**src/rtl/debouncer.sv**
```systemverilog
// Debouncer: synchronizes a raw button level and accepts a new level only
// after it has been stable for DEBOUNCE_CYCLES consecutive clock cycles.
module debouncer #(
  parameter int SYNC_STAGES     = 2,
  parameter int DEBOUNCE_CYCLES = 1000000
) (
  input  logic clk_i,
  input  logic rst_i,
  input  logic btn_i,
  output logic level_o,
  output logic settling_o
);

  localparam int CNT_W = $clog2(DEBOUNCE_CYCLES + 1);
  localparam logic [CNT_W-1:0] CNT_LAST = CNT_W'(DEBOUNCE_CYCLES - 1);
  localparam logic [CNT_W-1:0] CNT_ONE  = CNT_W'(1);

  typedef enum logic [1:0] {
    LOW       = 2'd0,
    RISE_WAIT = 2'd1,
    HIGH      = 2'd2,
    FALL_WAIT = 2'd3
  } state_t;

  logic [SYNC_STAGES-1:0] sync_r;
  logic                   btn_s;
  state_t                 state_r;
  state_t                 state_nxt_s;
  logic [CNT_W-1:0]       cnt_r;
  logic [CNT_W-1:0]       cnt_nxt_s;
  logic                   level_r;
  logic                   level_nxt_s;

  assign btn_s = sync_r[SYNC_STAGES-1];

  // Synchronizer chain bringing btn_i into the clk_i domain.
  always_ff @(posedge clk_i) begin
    if (rst_i) begin
      sync_r <= '0;
    end else begin
      sync_r <= {sync_r[SYNC_STAGES-2:0], btn_i};
    end
  end

  // State, qualification counter and debounced level registers.
  always_ff @(posedge clk_i) begin
    if (rst_i) begin
      state_r <= LOW;
      cnt_r   <= '0;
      level_r <= 1'b0;
    end else begin
      state_r <= state_nxt_s;
      cnt_r   <= cnt_nxt_s;
      level_r <= level_nxt_s;
    end
  end

  // Next-state logic; a candidate level must survive DEBOUNCE_CYCLES more edges.
  always_comb begin
    state_nxt_s = state_r;
    cnt_nxt_s   = cnt_r;
    level_nxt_s = level_r;
    case (state_r)
      LOW: begin
        cnt_nxt_s = '0;
        if (btn_s) begin
          state_nxt_s = RISE_WAIT;
        end else begin
          state_nxt_s = LOW;
        end
      end
      RISE_WAIT: begin
        if (!btn_s) begin
          state_nxt_s = LOW;
          cnt_nxt_s   = '0;
        end else if (cnt_r == CNT_LAST) begin
          state_nxt_s = HIGH;
          cnt_nxt_s   = '0;
          level_nxt_s = 1'b1;
        end else begin
          cnt_nxt_s = cnt_r + CNT_ONE;
        end
      end
      HIGH: begin
        cnt_nxt_s = '0;
        if (!btn_s) begin
          state_nxt_s = FALL_WAIT;
        end else begin
          state_nxt_s = HIGH;
        end
      end
      FALL_WAIT: begin
        if (btn_s) begin
          state_nxt_s = HIGH;
          cnt_nxt_s   = '0;
        end else if (cnt_r == CNT_LAST) begin
          state_nxt_s = LOW;
          cnt_nxt_s   = '0;
          level_nxt_s = 1'b0;
        end else begin
          cnt_nxt_s = cnt_r + CNT_ONE;
        end
      end
      default: begin
        state_nxt_s = LOW;
        cnt_nxt_s   = '0;
        level_nxt_s = 1'b0;
      end
    endcase
  end

  assign level_o    = level_r;
  assign settling_o = (state_r == RISE_WAIT) || (state_r == FALL_WAIT);

endmodule

```
**config.mk**
```make
export PLATFORM = sky130hd
export DESIGN_NAME = debouncer
export DESIGN_NICKNAME = d
export VERILOG_FILES = /design/src/rtl/debouncer.sv
export SDC_FILE = /design/constraint.sdc
export NUM_CORES = 1
export LEC_CHECK = 0
export CORE_MARGIN = 2
export CORE_UTILIZATION = 56
export DETAILED_ROUTE_END_ITERATION = 8
export PLACE_DENSITY = 0.75
export SETUP_SLACK_MARGIN = 0.05
export SYNTH_ARGS = -nofsm -noshare
export SYNTH_HDL_FRONTEND = slang
export SYNTH_SLANG_ARGS = --single-unit
```
**constraint.sdc**
```tcl
create_clock -name clk_i -period 2.6 [get_ports clk_i]
set_input_delay 0.52 -clock clk_i [delete_from_list [all_inputs] [get_ports clk_i]]
set_output_delay 0.52 -clock clk_i [all_outputs]
set_load 0.1 [all_outputs]
```
==> out/results.ini, run 1 <==
[global_route]
antenna_found_initial=0
grt_use_total_pct=19.9
grt.overflow.total=0
grt_pass1_vias=891
gr-max-usage-layer=met2
use_met1_pct=23.2
grt_max_degree=14
grt_first_pass_wirelength_um=3830
met3_usage_pct=3.68
grt_use_met2_pct=35.6

[clock_tree]
cts-buffers-inserted=3
cts_setup_buffers=0
clk_pin_slew_worst_paths_ns=0.13
cts_sinks=25
cts_tree=yes
insertion_delay_ns=0.32
holdBufCountCts=0
cts-root-buf=clkbuf_4
htree_levels=1
cts_resized=0
cts.path.max_buffers=2

[power]
p_sw_share_pct=22.5
power_density_nw_per_um2=475
irDropWorstVdd_mv=0.326
intPower_uw=454
netSwitchingPower_uw=132
pwr-share-clk_pct=29.3
p_seq_share_pct=66.3
power_frac_comb_pct=4.3
p_leak_uw=0.000339

[synth]
syn_inst=130
ys_ff_latch=25
syn_area_um2=1150
ys_seq_area_share_pct=43.5
synth_top_cell_by_area=dfxtp_1
synthTopCellsByArea=dfxtp_1, xnor2_1, nor2_1
synth-async-reset-ratio_pct=0
synth_edf_count=0
synth_ff_type=dfxtp_1
synthDistinctLibCells=35
syn_area_per_cell_um2=8.85
synth_nets=134
synth_top_area_share_pct=43.5
ys_warn_count=0

[floorplan]
die_area_um2=2430
die_height_um=49.3
dieWidth_um=49.3
coreArea_um2=1940
rows=16
initial_core_util_pct=59.2
io_pins=5

[critical_path]
path_class=reg -> reg
cp-end-kind=flop
cp_max_fo=11
crit_required_ns=2.83
cp.arrival_ns=2.17
start_kind=flop

[run_status]
outcome=complete, no violations

[timing]
worstMarginPinSlew_ns=0.623
fin_crit_sh_pct=74.8
setup_viol=0
hold_viol=0
fin_ws_ns=0.655
period_minus_slack_ns=1.95
clock_skew_ns=0.00534
holdWs_ns=0.468
fmax_mhz=514
rsz0062_at_grt=false
slew-limit-headroom_pct=58.2
slew_viol_final=0
tns_ns=0

[hold_path]
hp-class=reg -> reg

[finish]
postLayoutCellArea_um2=1230
num_antenna_cells=0
fillers=166
final_layout_size_suffix_gt1_share_pct=11.1
fin_nets=140
stdcell_count=162
area_delta_synth_final_pct=7.29

[drt]
drt-initial-drc-count=16
firstDrtPassIters=4
vias=918
antenna_left=0
avgRoutedWirePerCell_um=12.4
drt-vias-per-instance=5.67
wirelength_um=2010
drc=0

[run]
maxCapViolCount=0

[place]
post-place-ws_ns=0.645
placed_cells=158
io_buffers=4
placed_area_um2=1210
routabilityCongestion=0.805
dp_hpwl_um=1500

-- cell families after synthesis --
| family | Yosys count | synth area share (%) |
|---|---|---|
| compound gates | 15 | 8.82 |
| xor+xnor | 15 | 11.4 |
| fa+ha+maj | 1 | 1.09 |
| buf+inv | 12 | 4.57 |
| flops | 25 | 43.5 |
| simple gates | 62 | 30.6 |
-- critical path, cell delays in order (launching register included) --
cell and delay (ns):
dfxtp_1 0.40, ha_1 0.24, nand3_4 0.15, or4_1 0.58
o211ai_2 0.21, buf_4 0.20, nor2_1 0.06
-- metal layers --
layer	wire, um	part of all wire (%)
met1	950	47
met2	958	48
met4	31	1.5
met3	68	3.4
met5	0	0
-- cell usage after synthesis, types with 2 or more instances --
| cell | n |
|---|---|
| dfxtp_1 | 25 |
| nor2_1 | 20 |
| xnor2_1 | 14 |
| inv_1 | 7 |
| nand2_1 | 7 |
| nand3_1 | 6 |
| nor4_1 | 6 |
| nor3_1 | 5 |
| a21oi_1 | 4 |
| nand4_1 | 4 |
| o21ai_0 | 4 |
| clkbuf_1 | 3 |
| buf_4 | 2 |
| nor2b_1 | 2 |
-- power by group through the flow --
stage	logic (uW)	registers, uW	clock network (uW)
CTS	25.7	389	175
global placement	25.1	397	0
floorplan	7.54	407	0
detailed placement	25.5	397	0
finish	25.4	389	172
global route	26.9	390	185
-- cells in the final DEF (no fill, tap or decap), types with 2 or more instances in the layout --
cell,count
nand4_1,4
nor2_1,20
buf_4,4
nor2b_1,2
nand3_1,6
xnor2_1,14
clkdlybuf4s50_1,2
o21ai_0,4
clkbuf_4,3
dfxtp_1,25
nor3_1,5
nor4_1,6
nand2_1,7
inv_1,7
a21oi_1,4
-- stage by stage --
| step | total power, uW | util [%] |
|---|---|---|
| floorplan | 415 | - |
| global placement | 422 | 62.2 |
| detailed placement | 423 | 62.2 |
| CTS | 589 | 63.5 |
| global route | 601 | 63.5 |
| finish | 586 | 63.5 |
-- state kept, by name, summed over array words and instances, names as in the netlist, named ones only --
signal / flops
sync_r: 2
cnt_r: 20
state_r: 1
level_o: 1
-- area by class of cell --
type | count | area, um2 | share of cell area (%)
Inverter | 7 | 26.3 | 2.13
Sequential cell | 25 | 500 | 40.6
Multi-Input combinational cell | 93 | 597 | 48.4
Timing Repair Buffer | 6 | 50.0 | 4.06
Clock buffer | 4 | 26.3 | 2.13
Tap cell | 27 | 33.8 | 2.74
-- worst paths after layout --
kind | cells past startpoint | startpoint | slack, ns | endpoint
hold / removal | 1 | sync_r[0] | 0.47 | sync_r[1]
setup reg to reg | 6 | cnt_r[0] | 0.65 | cnt_r[9]
hold reg to reg | 1 | sync_r[0] | 0.47 | sync_r[1]
setup / recovery | 6 | cnt_r[0] | 0.65 | cnt_r[9]
No activity file was read; power rests on OpenSTA's default activity.
==> inputs of run 2 (changes only) <==
--- a/config.mk
+++ b/config.mk
@@ -6,9 +6,9 @@
 export NUM_CORES = 1
 export LEC_CHECK = 0
 export CORE_MARGIN = 2
-export CORE_UTILIZATION = 56
+export CORE_UTILIZATION = 52
 export DETAILED_ROUTE_END_ITERATION = 8
-export PLACE_DENSITY = 0.75
+export PLACE_DENSITY = 0.73
 export SETUP_SLACK_MARGIN = 0.05
 export SYNTH_ARGS = -nofsm -noshare
 export SYNTH_HDL_FRONTEND = slang
==> constraint.sdc (replaced) <==
create_clock -name clk_i -period 1.72 [get_ports clk_i]
set_input_delay 0.344 -clock clk_i [delete_from_list [all_inputs] [get_ports clk_i]]
set_output_delay 0.344 -clock clk_i [all_outputs]
set_load 0.1 [all_outputs]
==> run 2 against run 1 <==
Net effect:
- non-clock buffer count increased by 13
- worst setup slack worse by 0.59 ns
- final cell count rose by 8.6%
- hold slack worse by 0.015 ns
- via count increased by 6.1%
- register-to-register slack got worse by 0.59 ns
- clock-buffer cell count stayed put
- power rose by 53%
- clock power up 52%
- wire length is 13% higher
- first-iteration DRC count up 31%
- largest power group unchanged
==> out/results.ini, run 2 (synthesized netlist as in run 1, its figures left out) <==
[critical_path]
cp_cell_sequence=nand4b_1 -> or4_4 -> o211ai_4 -> buf_12 -> nor2_1
cp_max_fo=16
cp-end-kind=flop
cp.arrival_ns=1.88
start_kind=flop
r2r-start=cnt_r[15]
rrSetupSlack_ns=0.07
reg2reg_to=cnt_r[12]
crit_slowest_cell=or4_4
path_class=reg -> reg
crit_required_ns=1.94
slowest_delay_ns=0.57
reg2regPathDepth=5

[finish]
mostFrequentLayoutCells=dfxtp_1, nor2_1, xnor2_1, buf_4
fillers=181
mostFrequentLayoutCell=dfxtp_1
stdcell_count=176
postLayoutCellArea_um2=1420
top_register=cnt_r
reg_top3=cnt_r (20), sync_r (2)
area_delta_synth_final_pct=23.4
fin_nets=153
largest_reg_flops=20
final_layout_size_suffix_gt1_share_pct=26.4
num_antenna_cells=0

[timing]
clock_skew_ns=0.00341
fmax_mhz=604
worstMarginPinSlew_ns=0.483
hold_viol=0
rsz0062_at_grt=true
setup_viol=0
slew-limit-headroom_pct=67.5
tns_ns=0
holdWs_ns=0.453
slew_viol_final=0
fin_crit_sh_pct=96.2
period_minus_slack_ns=1.65

[run]
maxCapViolCount=0

[power]
power_density_nw_per_um2=631
irDropWorstVdd_mv=0.419
p_total_uw=895
p_leak_uw=0.000414

[place]
routabilityCongestion=0.789
io_buffers=4
placed_cells=170
placed_area_um2=1340
dp_hpwl_um=1710

[clock_tree]
cts.path.max_buffers=2
htree_levels=1
cts-buffers-inserted=3
cts_tree=yes
holdBufCountCts=0
insertion_delay_ns=0.31
cts-root-buf=clkbuf_4
cts_sinks=25
clk_pin_slew_worst_paths_ns=0.13

[global_route]
grt_first_pass_wirelength_um=4040
grt_pass1_vias=973
grt.overflow.total=0
grt_max_degree=17
grt_use_total_pct=20.4
antenna_found_initial=0

[drt]
drc=0
antenna_left=0
vias=974
wirelength_um=2280
avgRoutedWirePerCell_um=12.9
drt-vias-per-instance=5.53
drt-initial-drc-count=21
firstDrtPassIters=6

[floorplan]
rows=17
die_height_um=51.0
dieWidth_um=51.0
io_pins=5
initial_core_util_pct=53.5
coreArea_um2=2150
die_area_um2=2600

[hold_path]
hold_path_end=cnt_r[0]
min_from=cnt_r[0]
hp-class=reg -> reg
min_path_cells=1

[run_status]
outcome=complete, no violations

[run 2: worst max path at each step]
| stage | from | cells after the start | to | slack (ns) |
|---|---|---|---|---|
| 5_1_grt | cnt_r[15] | 5 | cnt_r[4] | -0.0004 |
| 6_report | cnt_r[15] | 5 | cnt_r[12] | 0.07 |
| 4_1_cts | cnt_r[15] | 5 | cnt_r[2] | 0.05 |
| 2_1_floorplan | cnt_r[1] | 5 | cnt_r[18] | 0.04 |
| 3_5_place_dp | cnt_r[1] | 6 | cnt_r[2] | 0.03 |
| 3_3_place_gp | cnt_r[1] | 5 | cnt_r[18] | 0.07 |
[run 2: per-stage QoR]
| stage | setup WS (ns) | util, % |
|---|---|---|
| finish | 0.0652 | 66.0 |
| global route | -0.000412 | 66.0 |
| CTS | 0.0532 | 64.8 |
| detailed placement | 0.0274 | 62.2 |
| global placement | 0.0664 | 62.2 |
| floorplan | 0.0407 | - |
[run 2: routing by layer]
layer	global-route usage (%)	up-vias	wire length, um	part of all wire [%]
li1	-	491	-	-
met5	0	-	0	0
met4	7.66	0	14	0.62
met1	24.4	475	1030	45
met2	36.6	6	1200	53
met3	2.92	2	30	1.3
[run 2: repair_timing]
item	in CTS	in global routing
pin swaps	0	0
resized for setup	4	9
setup endpoints to repair	20	22
buffers inserted	1	1
[run 2: final cells by class]
type	instances	area [um2]	area share [%]
Inverter	7	26.3	1.85
Tap cell	28	35.0	2.47
Sequential cell	25	509	35.9
Clock buffer	4	26.3	1.85
Multi-Input combinational cell	93	637	44.9
Timing Repair Buffer	19	185	13.1
[run 2: power by group]
| part | internal [uW] | total [uW] | switching [uW] |
|---|---|---|---|
| Combinational | 18.7 | 45.5 | 26.8 |
| Clock | 90.5 | 261 | 171 |
| Sequential | 583 | 588 | 5.52 |
| Total | 692 | 895 | 203 |
[run 2: critical path, delay by kind of cell (launching register included)]
family,cells,cell delay (ns)
compound gates,1,0.21
buf+inv,1,0.17
simple gates,3,0.84
flops,1,0.34
==> inputs of run 3 (changes only) <==
--- a/config.mk
+++ b/config.mk
@@ -7,7 +7,9 @@
 export LEC_CHECK = 0
 export CORE_MARGIN = 2
 export CORE_UTILIZATION = 52
+export CTS_CLUSTER_SIZE = 30
 export DETAILED_ROUTE_END_ITERATION = 8
+export HOLD_SLACK_MARGIN = 0.08
 export PLACE_DENSITY = 0.73
 export SETUP_SLACK_MARGIN = 0.05
 export SYNTH_ARGS = -nofsm -noshare
==> results of run 3 <==
No change in the layout: final DEF, timing and power equal those of run 2.
